[config.mk]
export PLATFORM = sky130hd
export DESIGN_NAME = obstacle_scheduler_flat
export DESIGN_NICKNAME = d
export VERILOG_FILES = /design/src/rtl/obstacle_scheduler_pkg.sv /design/src/rtl/obstacle_scheduler_if.sv /design/src/rtl/obstacle_scheduler_tick_divider.sv /design/src/rtl/obstacle_scheduler.sv /design/src/flat_wrapper.sv
export SDC_FILE = /design/constraint.sdc
export NUM_CORES = 1
export LEC_CHECK = 0
export BUFFER_PORTS_ARGS = -buffer_cell sky130_fd_sc_hd__buf_2
export CAP_MARGIN = 20
export CORE_ASPECT_RATIO = 0.8
export CORE_MARGIN = 1.5
export CORE_UTILIZATION = 57
export CTS_BUF_LIST = sky130_fd_sc_hd__clkbuf_16
export CTS_CLUSTER_SIZE = 20
export DETAILED_ROUTE_END_ITERATION = 8
export PLACE_DENSITY = 0.76
export SYNTH_ARGS = -nofsm -noshare
export SYNTH_HDL_FRONTEND = slang
export SYNTH_SLANG_ARGS = --single-unit
[constraint.sdc]
create_clock -name i_Clk -period 4.85 [get_ports i_Clk]
set_clock_uncertainty 0.1 [all_clocks]
set_input_delay 1.2125 -clock i_Clk [delete_from_list [all_inputs] [get_ports i_Clk]]
set_output_delay 1.2125 -clock i_Clk [all_outputs]
set_load 0.005 [all_outputs]
[src/rtl/obstacle_scheduler_pkg.sv]
// Shared definitions for the obstacle scheduler: state encoding, score bands
// that select the step period, and the direction-pattern LFSR.
package obstacle_scheduler_pkg;

  // Encoding is visible on o_State, so the values are fixed.
  typedef enum logic [2:0] {
    StIdle     = 3'd0,
    StRun      = 3'd1,
    StPause    = 3'd2,
    StFreeze   = 3'd3,
    StLevel    = 3'd4,
    StGameOver = 3'd5,
    StWin      = 3'd6
  } state_e;

  // Width of the step-period counter.
  localparam int unsigned CntWidth = 20;

  // Score thresholds where the step period halves.
  localparam logic [3:0] ScoreBand1 = 4'd4;
  localparam logic [3:0] ScoreBand2 = 4'd7;
  localparam logic [3:0] ScoreBand3 = 4'd10;

  // Feedback taps of the 4-bit direction LFSR.
  localparam int unsigned LfsrTapA = 3;
  localparam int unsigned LfsrTapB = 2;

  // One LFSR step: shift left, feed back the XOR of the two taps.
  function automatic logic [3:0] lfsr_step(input logic [3:0] value);
    return {value[2:0], value[LfsrTapA] ^ value[LfsrTapB]};
  endfunction

  // Saturating score increment; the score never wraps past 15.
  function automatic logic [3:0] score_step(input logic [3:0] score);
    return (score == 4'hF) ? 4'hF : score + 4'd1;
  endfunction

endpackage

[src/rtl/obstacle_scheduler_if.sv]
// Control/status bundle between the game logic and the obstacle scheduler.
interface obstacle_scheduler_if #(
  parameter int unsigned NUM_LANES = 4
);

  logic                 i_Start;
  logic                 i_Pause;
  logic                 i_Level_Done;
  logic                 i_Collision;
  logic [2:0]           o_State;
  logic                 o_Move_Tick;
  logic [NUM_LANES-1:0] o_Reverse;
  logic [3:0]           o_Score;
  logic [1:0]           o_Lives;
  logic                 o_Game_Over;
  logic                 o_Win;

  // Game-flow side: issues events, observes scheduler status.
  modport master (
    output i_Start,
    output i_Pause,
    output i_Level_Done,
    output i_Collision,
    input  o_State,
    input  o_Move_Tick,
    input  o_Reverse,
    input  o_Score,
    input  o_Lives,
    input  o_Game_Over,
    input  o_Win
  );

  // Scheduler side.
  modport slave (
    input  i_Start,
    input  i_Pause,
    input  i_Level_Done,
    input  i_Collision,
    output o_State,
    output o_Move_Tick,
    output o_Reverse,
    output o_Score,
    output o_Lives,
    output o_Game_Over,
    output o_Win
  );

endinterface

[src/rtl/obstacle_scheduler_tick_divider.sv]
// Step-period divider: picks the period from the current score and flags
// expiry on the cycle the counter reaches the end of that period.
module obstacle_scheduler_tick_divider
  import obstacle_scheduler_pkg::*;
#(
  parameter int unsigned C_BASE_TICK_PERIOD = 781250
) (
  input  logic       i_Clk,
  input  logic       i_Reset,
  input  logic [3:0] i_Score,
  input  logic       i_Enable,
  input  logic       i_Hold,
  input  logic       i_Clear,
  output logic       o_Expire
);

  localparam logic [CntWidth-1:0] BasePeriod = CntWidth'(C_BASE_TICK_PERIOD);

  logic [CntWidth-1:0] period;
  logic [CntWidth-1:0] cnt_q;
  logic                counting;

  // Period shrinks by powers of two as the score crosses each band.
  always_comb begin
    period = BasePeriod;
    if (i_Score >= ScoreBand3) begin
      period = BasePeriod >> 3;
    end else if (i_Score >= ScoreBand2) begin
      period = BasePeriod >> 2;
    end else if (i_Score >= ScoreBand1) begin
      period = BasePeriod >> 1;
    end
  end

  assign counting = i_Enable && !i_Hold && !i_Clear;

  // ">=" rather than "==" so a count left above a freshly shrunk period
  // still expires instead of running on to wrap-around.
  assign o_Expire = counting && (({1'b0, cnt_q} + 21'd1) >= {1'b0, period});

  // Counter advances while counting, restarts at expiry, clears on request.
  always_ff @(posedge i_Clk) begin
    if (i_Reset || i_Clear) begin
      cnt_q <= '0;
    end else if (counting) begin
      cnt_q <= o_Expire ? '0 : cnt_q + 1'b1;
    end
  end

endmodule

[src/rtl/obstacle_scheduler.sv]
// Game-flow controller: sequences obstacle motion steps, tracks score and
// lives, rotates the lane direction pattern between levels and freezes
// motion for a while after a collision.
module obstacle_scheduler
  import obstacle_scheduler_pkg::*;
#(
  parameter int unsigned C_BASE_TICK_PERIOD = 781250,
  parameter int unsigned NUM_LANES          = 4,
  parameter int unsigned LIVES_INIT         = 3,
  parameter int unsigned MAX_LEVEL          = 10,
  parameter int unsigned FREEZE_TICKS       = 64,
  parameter logic [3:0]  LFSR_SEED          = 4'b1010
) (
  input  logic                 i_Clk,
  input  logic                 i_Reset,
  obstacle_scheduler_if.slave  bus
);

  localparam int unsigned FreezeW = $clog2(FREEZE_TICKS + 2);

  localparam logic [1:0]           LivesInit  = 2'(LIVES_INIT);
  localparam logic [3:0]           MaxLevel   = 4'(MAX_LEVEL);
  localparam logic [FreezeW-1:0]   FreezeInit = FreezeW'(FREEZE_TICKS);
  localparam logic [FreezeW-1:0]   FreezeOne  = FreezeW'(1);
  localparam logic [NUM_LANES-1:0] SeedLanes  = LFSR_SEED[NUM_LANES-1:0];

  state_e               state_q;
  logic [3:0]           score_q;
  logic [1:0]           lives_q;
  logic [3:0]           lfsr_q;
  logic [NUM_LANES-1:0] reverse_q;
  logic                 move_tick_q;
  logic [FreezeW-1:0]   freeze_q;
  logic                 game_over_q;
  logic                 win_q;

  logic                 expire;
  logic                 div_enable;
  logic                 div_hold;
  logic                 div_clear;
  logic [3:0]           lfsr_next;
  logic [3:0]           score_inc;

  assign lfsr_next = lfsr_step(lfsr_q);
  assign score_inc = score_step(score_q);

  // Counter runs in RUN/FREEZE, holds in PAUSE and is cleared in every state
  // that re-enters RUN with a fresh period (IDLE, LEVEL, GAME_OVER, WIN).
  assign div_enable = (state_q == StRun) || (state_q == StFreeze) || (state_q == StPause);
  assign div_hold   = (state_q == StPause);
  assign div_clear  = (state_q == StIdle) || (state_q == StLevel) ||
                      (state_q == StGameOver) || (state_q == StWin);

  obstacle_scheduler_tick_divider #(
    .C_BASE_TICK_PERIOD (C_BASE_TICK_PERIOD)
  ) u_tick_divider (
    .i_Clk    (i_Clk),
    .i_Reset  (i_Reset),
    .i_Score  (score_q),
    .i_Enable (div_enable),
    .i_Hold   (div_hold),
    .i_Clear  (div_clear),
    .o_Expire (expire)
  );

  // Game FSM with score/lives/direction bookkeeping and registered outputs.
  always_ff @(posedge i_Clk) begin
    if (i_Reset) begin
      state_q     <= StIdle;
      score_q     <= '0;
      lives_q     <= LivesInit;
      lfsr_q      <= LFSR_SEED;
      reverse_q   <= SeedLanes;
      move_tick_q <= 1'b0;
      freeze_q    <= '0;
      game_over_q <= 1'b0;
      win_q       <= 1'b0;
    end else begin
      // Motion steps are only emitted while actually running.
      move_tick_q <= (state_q == StRun) && expire;

      unique case (state_q)
        StIdle: begin
          if (bus.i_Start) begin
            state_q <= StRun;
          end
        end

        StRun: begin
          // Collision beats level-done, which beats pause.
          if (bus.i_Collision) begin
            if (lives_q <= 2'd1) begin
              lives_q     <= '0;
              game_over_q <= 1'b1;
              state_q     <= StGameOver;
            end else begin
              lives_q  <= lives_q - 2'd1;
              freeze_q <= FreezeInit;
              state_q  <= StFreeze;
            end
          end else if (bus.i_Level_Done) begin
            score_q <= score_inc;
            if (score_inc == MaxLevel) begin
              win_q   <= 1'b1;
              state_q <= StWin;
            end else begin
              state_q <= StLevel;
            end
          end else if (bus.i_Pause) begin
            state_q <= StPause;
          end
        end

        StPause: begin
          if (!bus.i_Pause) begin
            state_q <= StRun;
          end
        end

        StFreeze: begin
          if (expire) begin
            if (freeze_q <= FreezeOne) begin
              freeze_q <= '0;
              state_q  <= StRun;
            end else begin
              freeze_q <= freeze_q - FreezeOne;
            end
          end
        end

        StLevel: begin
          lfsr_q    <= lfsr_next;
          reverse_q <= lfsr_next[NUM_LANES-1:0];
          state_q   <= StRun;
        end

        StGameOver, StWin: begin
          // Restart skips IDLE and goes straight back into play.
          if (bus.i_Start) begin
            score_q     <= '0;
            lives_q     <= LivesInit;
            lfsr_q      <= LFSR_SEED;
            reverse_q   <= SeedLanes;
            game_over_q <= 1'b0;
            win_q       <= 1'b0;
            state_q     <= StRun;
          end
        end

        default: begin
          state_q <= StIdle;
        end
      endcase
    end
  end

  assign bus.o_State     = state_q;
  assign bus.o_Move_Tick = move_tick_q;
  assign bus.o_Reverse   = reverse_q;
  assign bus.o_Score     = score_q;
  assign bus.o_Lives     = lives_q;
  assign bus.o_Game_Over = game_over_q;
  assign bus.o_Win       = win_q;

endmodule
[src/flat_wrapper.sv]
// flat-port wrapper written by rule: the top's interface ports become plain ports
module obstacle_scheduler_flat import obstacle_scheduler_pkg::*;
#(
  parameter int unsigned C_BASE_TICK_PERIOD = 781250,
  parameter int unsigned NUM_LANES          = 4,
  parameter int unsigned LIVES_INIT         = 3,
  parameter int unsigned MAX_LEVEL          = 10,
  parameter int unsigned FREEZE_TICKS       = 64,
  parameter logic [3:0]  LFSR_SEED          = 4'b1010
)
  (i_Clk, i_Reset, bus_i_Start, bus_i_Pause, bus_i_Level_Done, bus_i_Collision, bus_o_State, bus_o_Move_Tick, bus_o_Reverse, bus_o_Score, bus_o_Lives, bus_o_Game_Over, bus_o_Win);
  obstacle_scheduler_if #(.NUM_LANES(NUM_LANES)) bus_i ();
  input  logic i_Clk;
  input  logic i_Reset;
  input wire logic [$bits(bus_i.i_Start)-1:0] bus_i_Start;
  input wire logic [$bits(bus_i.i_Pause)-1:0] bus_i_Pause;
  input wire logic [$bits(bus_i.i_Level_Done)-1:0] bus_i_Level_Done;
  input wire logic [$bits(bus_i.i_Collision)-1:0] bus_i_Collision;
  output wire logic [$bits(bus_i.o_State)-1:0] bus_o_State;
  output wire logic [$bits(bus_i.o_Move_Tick)-1:0] bus_o_Move_Tick;
  output wire logic [$bits(bus_i.o_Reverse)-1:0] bus_o_Reverse;
  output wire logic [$bits(bus_i.o_Score)-1:0] bus_o_Score;
  output wire logic [$bits(bus_i.o_Lives)-1:0] bus_o_Lives;
  output wire logic [$bits(bus_i.o_Game_Over)-1:0] bus_o_Game_Over;
  output wire logic [$bits(bus_i.o_Win)-1:0] bus_o_Win;
  assign bus_i.i_Start = bus_i_Start;
  assign bus_i.i_Pause = bus_i_Pause;
  assign bus_i.i_Level_Done = bus_i_Level_Done;
  assign bus_i.i_Collision = bus_i_Collision;
  assign bus_o_State = bus_i.o_State;
  assign bus_o_Move_Tick = bus_i.o_Move_Tick;
  assign bus_o_Reverse = bus_i.o_Reverse;
  assign bus_o_Score = bus_i.o_Score;
  assign bus_o_Lives = bus_i.o_Lives;
  assign bus_o_Game_Over = bus_i.o_Game_Over;
  assign bus_o_Win = bus_i.o_Win;
  obstacle_scheduler #(.C_BASE_TICK_PERIOD(C_BASE_TICK_PERIOD), .NUM_LANES(NUM_LANES), .LIVES_INIT(LIVES_INIT), .MAX_LEVEL(MAX_LEVEL), .FREEZE_TICKS(FREEZE_TICKS), .LFSR_SEED(LFSR_SEED)) u_core (.i_Clk(i_Clk), .i_Reset(i_Reset), .bus(bus_i));
endmodule
==> impl_metrics.toml <==
[outcome]
outcome = "complete, no violations"

[critical_path]
cpPeakStageDelay_ns = 0.49
path_cells = "ha_1 > a21oi_1 > nand2_1 > inv_1 > ha_1 > nand4_1 > nand4b_1 > maj3_1 > a21boi_0 > nor4b_2 > o31a_4 > nor2_2 > o21ba_2 > mux2_2"
end_kind = "flop"
start_kind = "flop"
cp.arrival_ns = 3.97
r2r_slack_ns = 0.95
slowest_stage = "dfxtp_1"
crit_top_cell = "ha_1"
crit_type = "reg2reg"
cp.required_ns = 4.92
cp_max_fo = 12

[final_layout]
drive_gt1_share_pct = 11.4
area_growth_pct = 7.38
diodes = 0
fill_cells = 460
design_area_sq_um = 3200
nNetsFinal = 398

[synthesis]
netlist_area_sq_um = 2980
synth-main-ff-cell = "dfxtp_1"
synth_warnings = 0
ys_ff_latch = 43
syn_avg_cell_area_sq_um = 8.15
async_flop_share_pct = 0
yosysSeqAreaShare_pct = 28.8
yosysUniqueCellTypes = 64
synth_cells = 366
synth_edf_count = 0
synth_nets = 388

[grt]
grt_max_degree = 22
antenna_found_initial = 0
grt_pass1_vias = 2443
grt_pass1_wl_microns = 11500
grt-ovfl-total = 0
grt_usage_pct = 25.4

[flow_run]
drv_cap = 0

[cts]
path_clk_slew_ns = 0.06
clk_latency_ns = 0.28
cts.root.buffer_cell = "clkbuf_16"
hold_buffers = 0
cts.sinks = 43
cts_resized = 0
cts-buffers-inserted = 5
postCtsSetupRepairBufs = 0
clockBufferDepth = 2
htree_levels = 2
cts_tree = "done"

[drt]
routedWlPerCell_microns = 15.4
drt.antenna.violating_nets = 0
vias = 2729
firstDrtPassIters = 5
vias_per_cell = 6.23
wl_microns = 6760
drc = 0
drt_iter0_drc = 275

[timing]
setup_ws_ns = 0.950
timing_max_transition_violations_final = 0
min_period_ns = 3.90
setup_viol = 0
rsz0062_at_grt = "no"
finalHoldViolCount = 0
fmax_mhz = 256
tns_ns = 0
fin_crit_sh_pct = 80.4
max-slew-margin-rel_pct = 30.9
fin_hold_ws_ns = 0.374
tightestPinTransition_ns = 1.03

[power]
p_per_area_nw_per_um2 = 254
p_leak_uw = 0.00137
ir_drop_mv = 0.167

[floorplanning]
coreArea_sq_um = 5040
die-area_sq_um = 5680
start_util_pct = 59.3
row_count = 23
top_level_ports = 22
die_h_microns = 67.7
die_x_microns = 83.9

[placement]
dp_hpwl_microns = 5140
gp_congestion = 0.890
place_area_sq_um = 3070
port_buffers = 21
dp_slack_ns = 0.959

[min_path]
hp-class = "reg2reg"
## synthesized netlist by cell type (3+ instances only)
cell type,n,area share [%]
and4_1,5,1.5
nand4_1,6,1.3
a21o_1,7,1.8
clkbuf_1,8,1.0
and2_1,4,0.84
a22o_1,11,3.2
nand3b_1,3,0.75
nor2_1,43,5.4
xnor2_1,14,4.1
o211ai_1,6,1.5
or3_1,3,0.63
buf_2,5,0.84
nor3_1,8,1.3
dfxtp_1,43,29
nand2_1,30,3.8
nor4_1,6,1.3
buf_4,3,0.75
a21oi_1,22,3.7
nor2b_1,4,0.84
a211oi_1,6,1.5
ha_1,16,6.7
inv_1,13,1.6
nand2b_1,12,2.5
o21ai_1,3,0.50
and3_1,4,0.84
nand3_1,13,2.2
o21ai_0,9,1.5
o311ai_0,3,0.88
o22ai_1,6,1.3
xor2_1,8,2.3
## metal layers
layer | vias up | part of all wire [%] | global-route usage [%]
li1 | 1362 | - | -
met1 | 1283 | 48 | 35.0
met2 | 75 | 45 | 40.7
met3 | 9 | 5.0 | 4.65
met4 | 0 | 1.1 | 8.61
met5 | - | 0 | 0
## final timing paths
path,start,to,depth (start not counted)
setup / recovery,u_core.bus.o_Score[1]$_SDFFE_PP0P_,u_core.freeze_q[1]$_SDFFE_PP0P_,14
hold / removal,u_core.bus.o_Win$_SDFFE_PP0P_,u_core.bus.o_Win$_SDFFE_PP0P_,2
setup reg to reg,u_core.bus.o_Score[1]$_SDFFE_PP0P_,u_core.freeze_q[1]$_SDFFE_PP0P_,14
hold reg to reg,u_core.bus.o_Win$_SDFFE_PP0P_,u_core.bus.o_Win$_SDFFE_PP0P_,2
## flip-flops by register name (all words and copies together), names as in the netlist
signal / cells
u_core.u_tick_divider.cnt_q: 20
u_core.freeze_q: 7
u_core.bus.o_Score: 4
u_core.lfsr_q: 4
u_core.bus.o_State: 3
u_core.bus.o_Lives: 2
u_core.bus.o_Game_Over: 1
u_core.bus.o_Move_Tick: 1
u_core.bus.o_Win: 1
## cell type report
type	count	area, sq um	share of cell area, %
sequential	43	861	26.9
timing repair buffer	22	113	3.51
clock buffer	5	125	3.90
inverter	13	48.8	1.52
tap	62	77.6	2.42
multi-input combinational	291	1970	61.5
clock inverter	2	8.76	0.273
## worst max-delay path, delay by kind of cell, from the launching register on
family	cells	cell delay, ns
adders and majority gates	3	0.97
buffers and inverters	1	0.07
and+or+nand+nor	5	0.83
AOI/OAI and AO/OA	4	0.98
DFF	1	0.49
muxes	1	0.34
## report_power, final
group	switching [uW]	total (uW)	internal, uW
Clock	129	313	185
Combinational	71.9	118	46.0
Sequential	18.1	381	363
## placed cells by master (no fill, tap or decap), types with 3 or more instances in the layout
cell type | synthesis | layout
nand3b_1 | 3 | 3
o21ai_0 | 9 | 9
ha_1 | 16 | 16
o21ai_1 | 3 | 3
nor2_1 | 43 | 43
inv_1 | 13 | 13
o22ai_1 | 6 | 6
clkbuf_16 | 0 | 5
or3_1 | 3 | 3
nand3_1 | 13 | 13
a22o_1 | 11 | 11
a21oi_1 | 22 | 22
nand2b_1 | 12 | 12
a211oi_1 | 6 | 6
and2_1 | 4 | 4
a21o_1 | 7 | 7
dfxtp_1 | 43 | 43
nand4_1 | 6 | 6
nand2_1 | 30 | 30
and3_1 | 4 | 4
xnor2_1 | 14 | 14
and4_1 | 5 | 5
buf_2 | 5 | 21
nor3_1 | 8 | 8
o211ai_1 | 6 | 6
nor2b_1 | 4 | 4
nor4_1 | 6 | 6
xor2_1 | 8 | 8
o311ai_0 | 3 | 3
## stage by stage
stage               power (uW)  utilization, %  cells
finish                     813            63.6    438
global route               854            63.6    438
CTS                        820            63.6    438
detailed placement         505            61.0    431
global placement           502            61.0    431
floorplan                  472               -    366
## cells by family after synthesis
family | synth area share, %
xor+xnor | 7.97
compound gates | 22.4
mux | 0.377
flops | 28.8
simple gates | 28.2
buf+inv | 5.12
fa+ha+maj | 7.04
No activity file was read; power rests on OpenSTA's default activity.
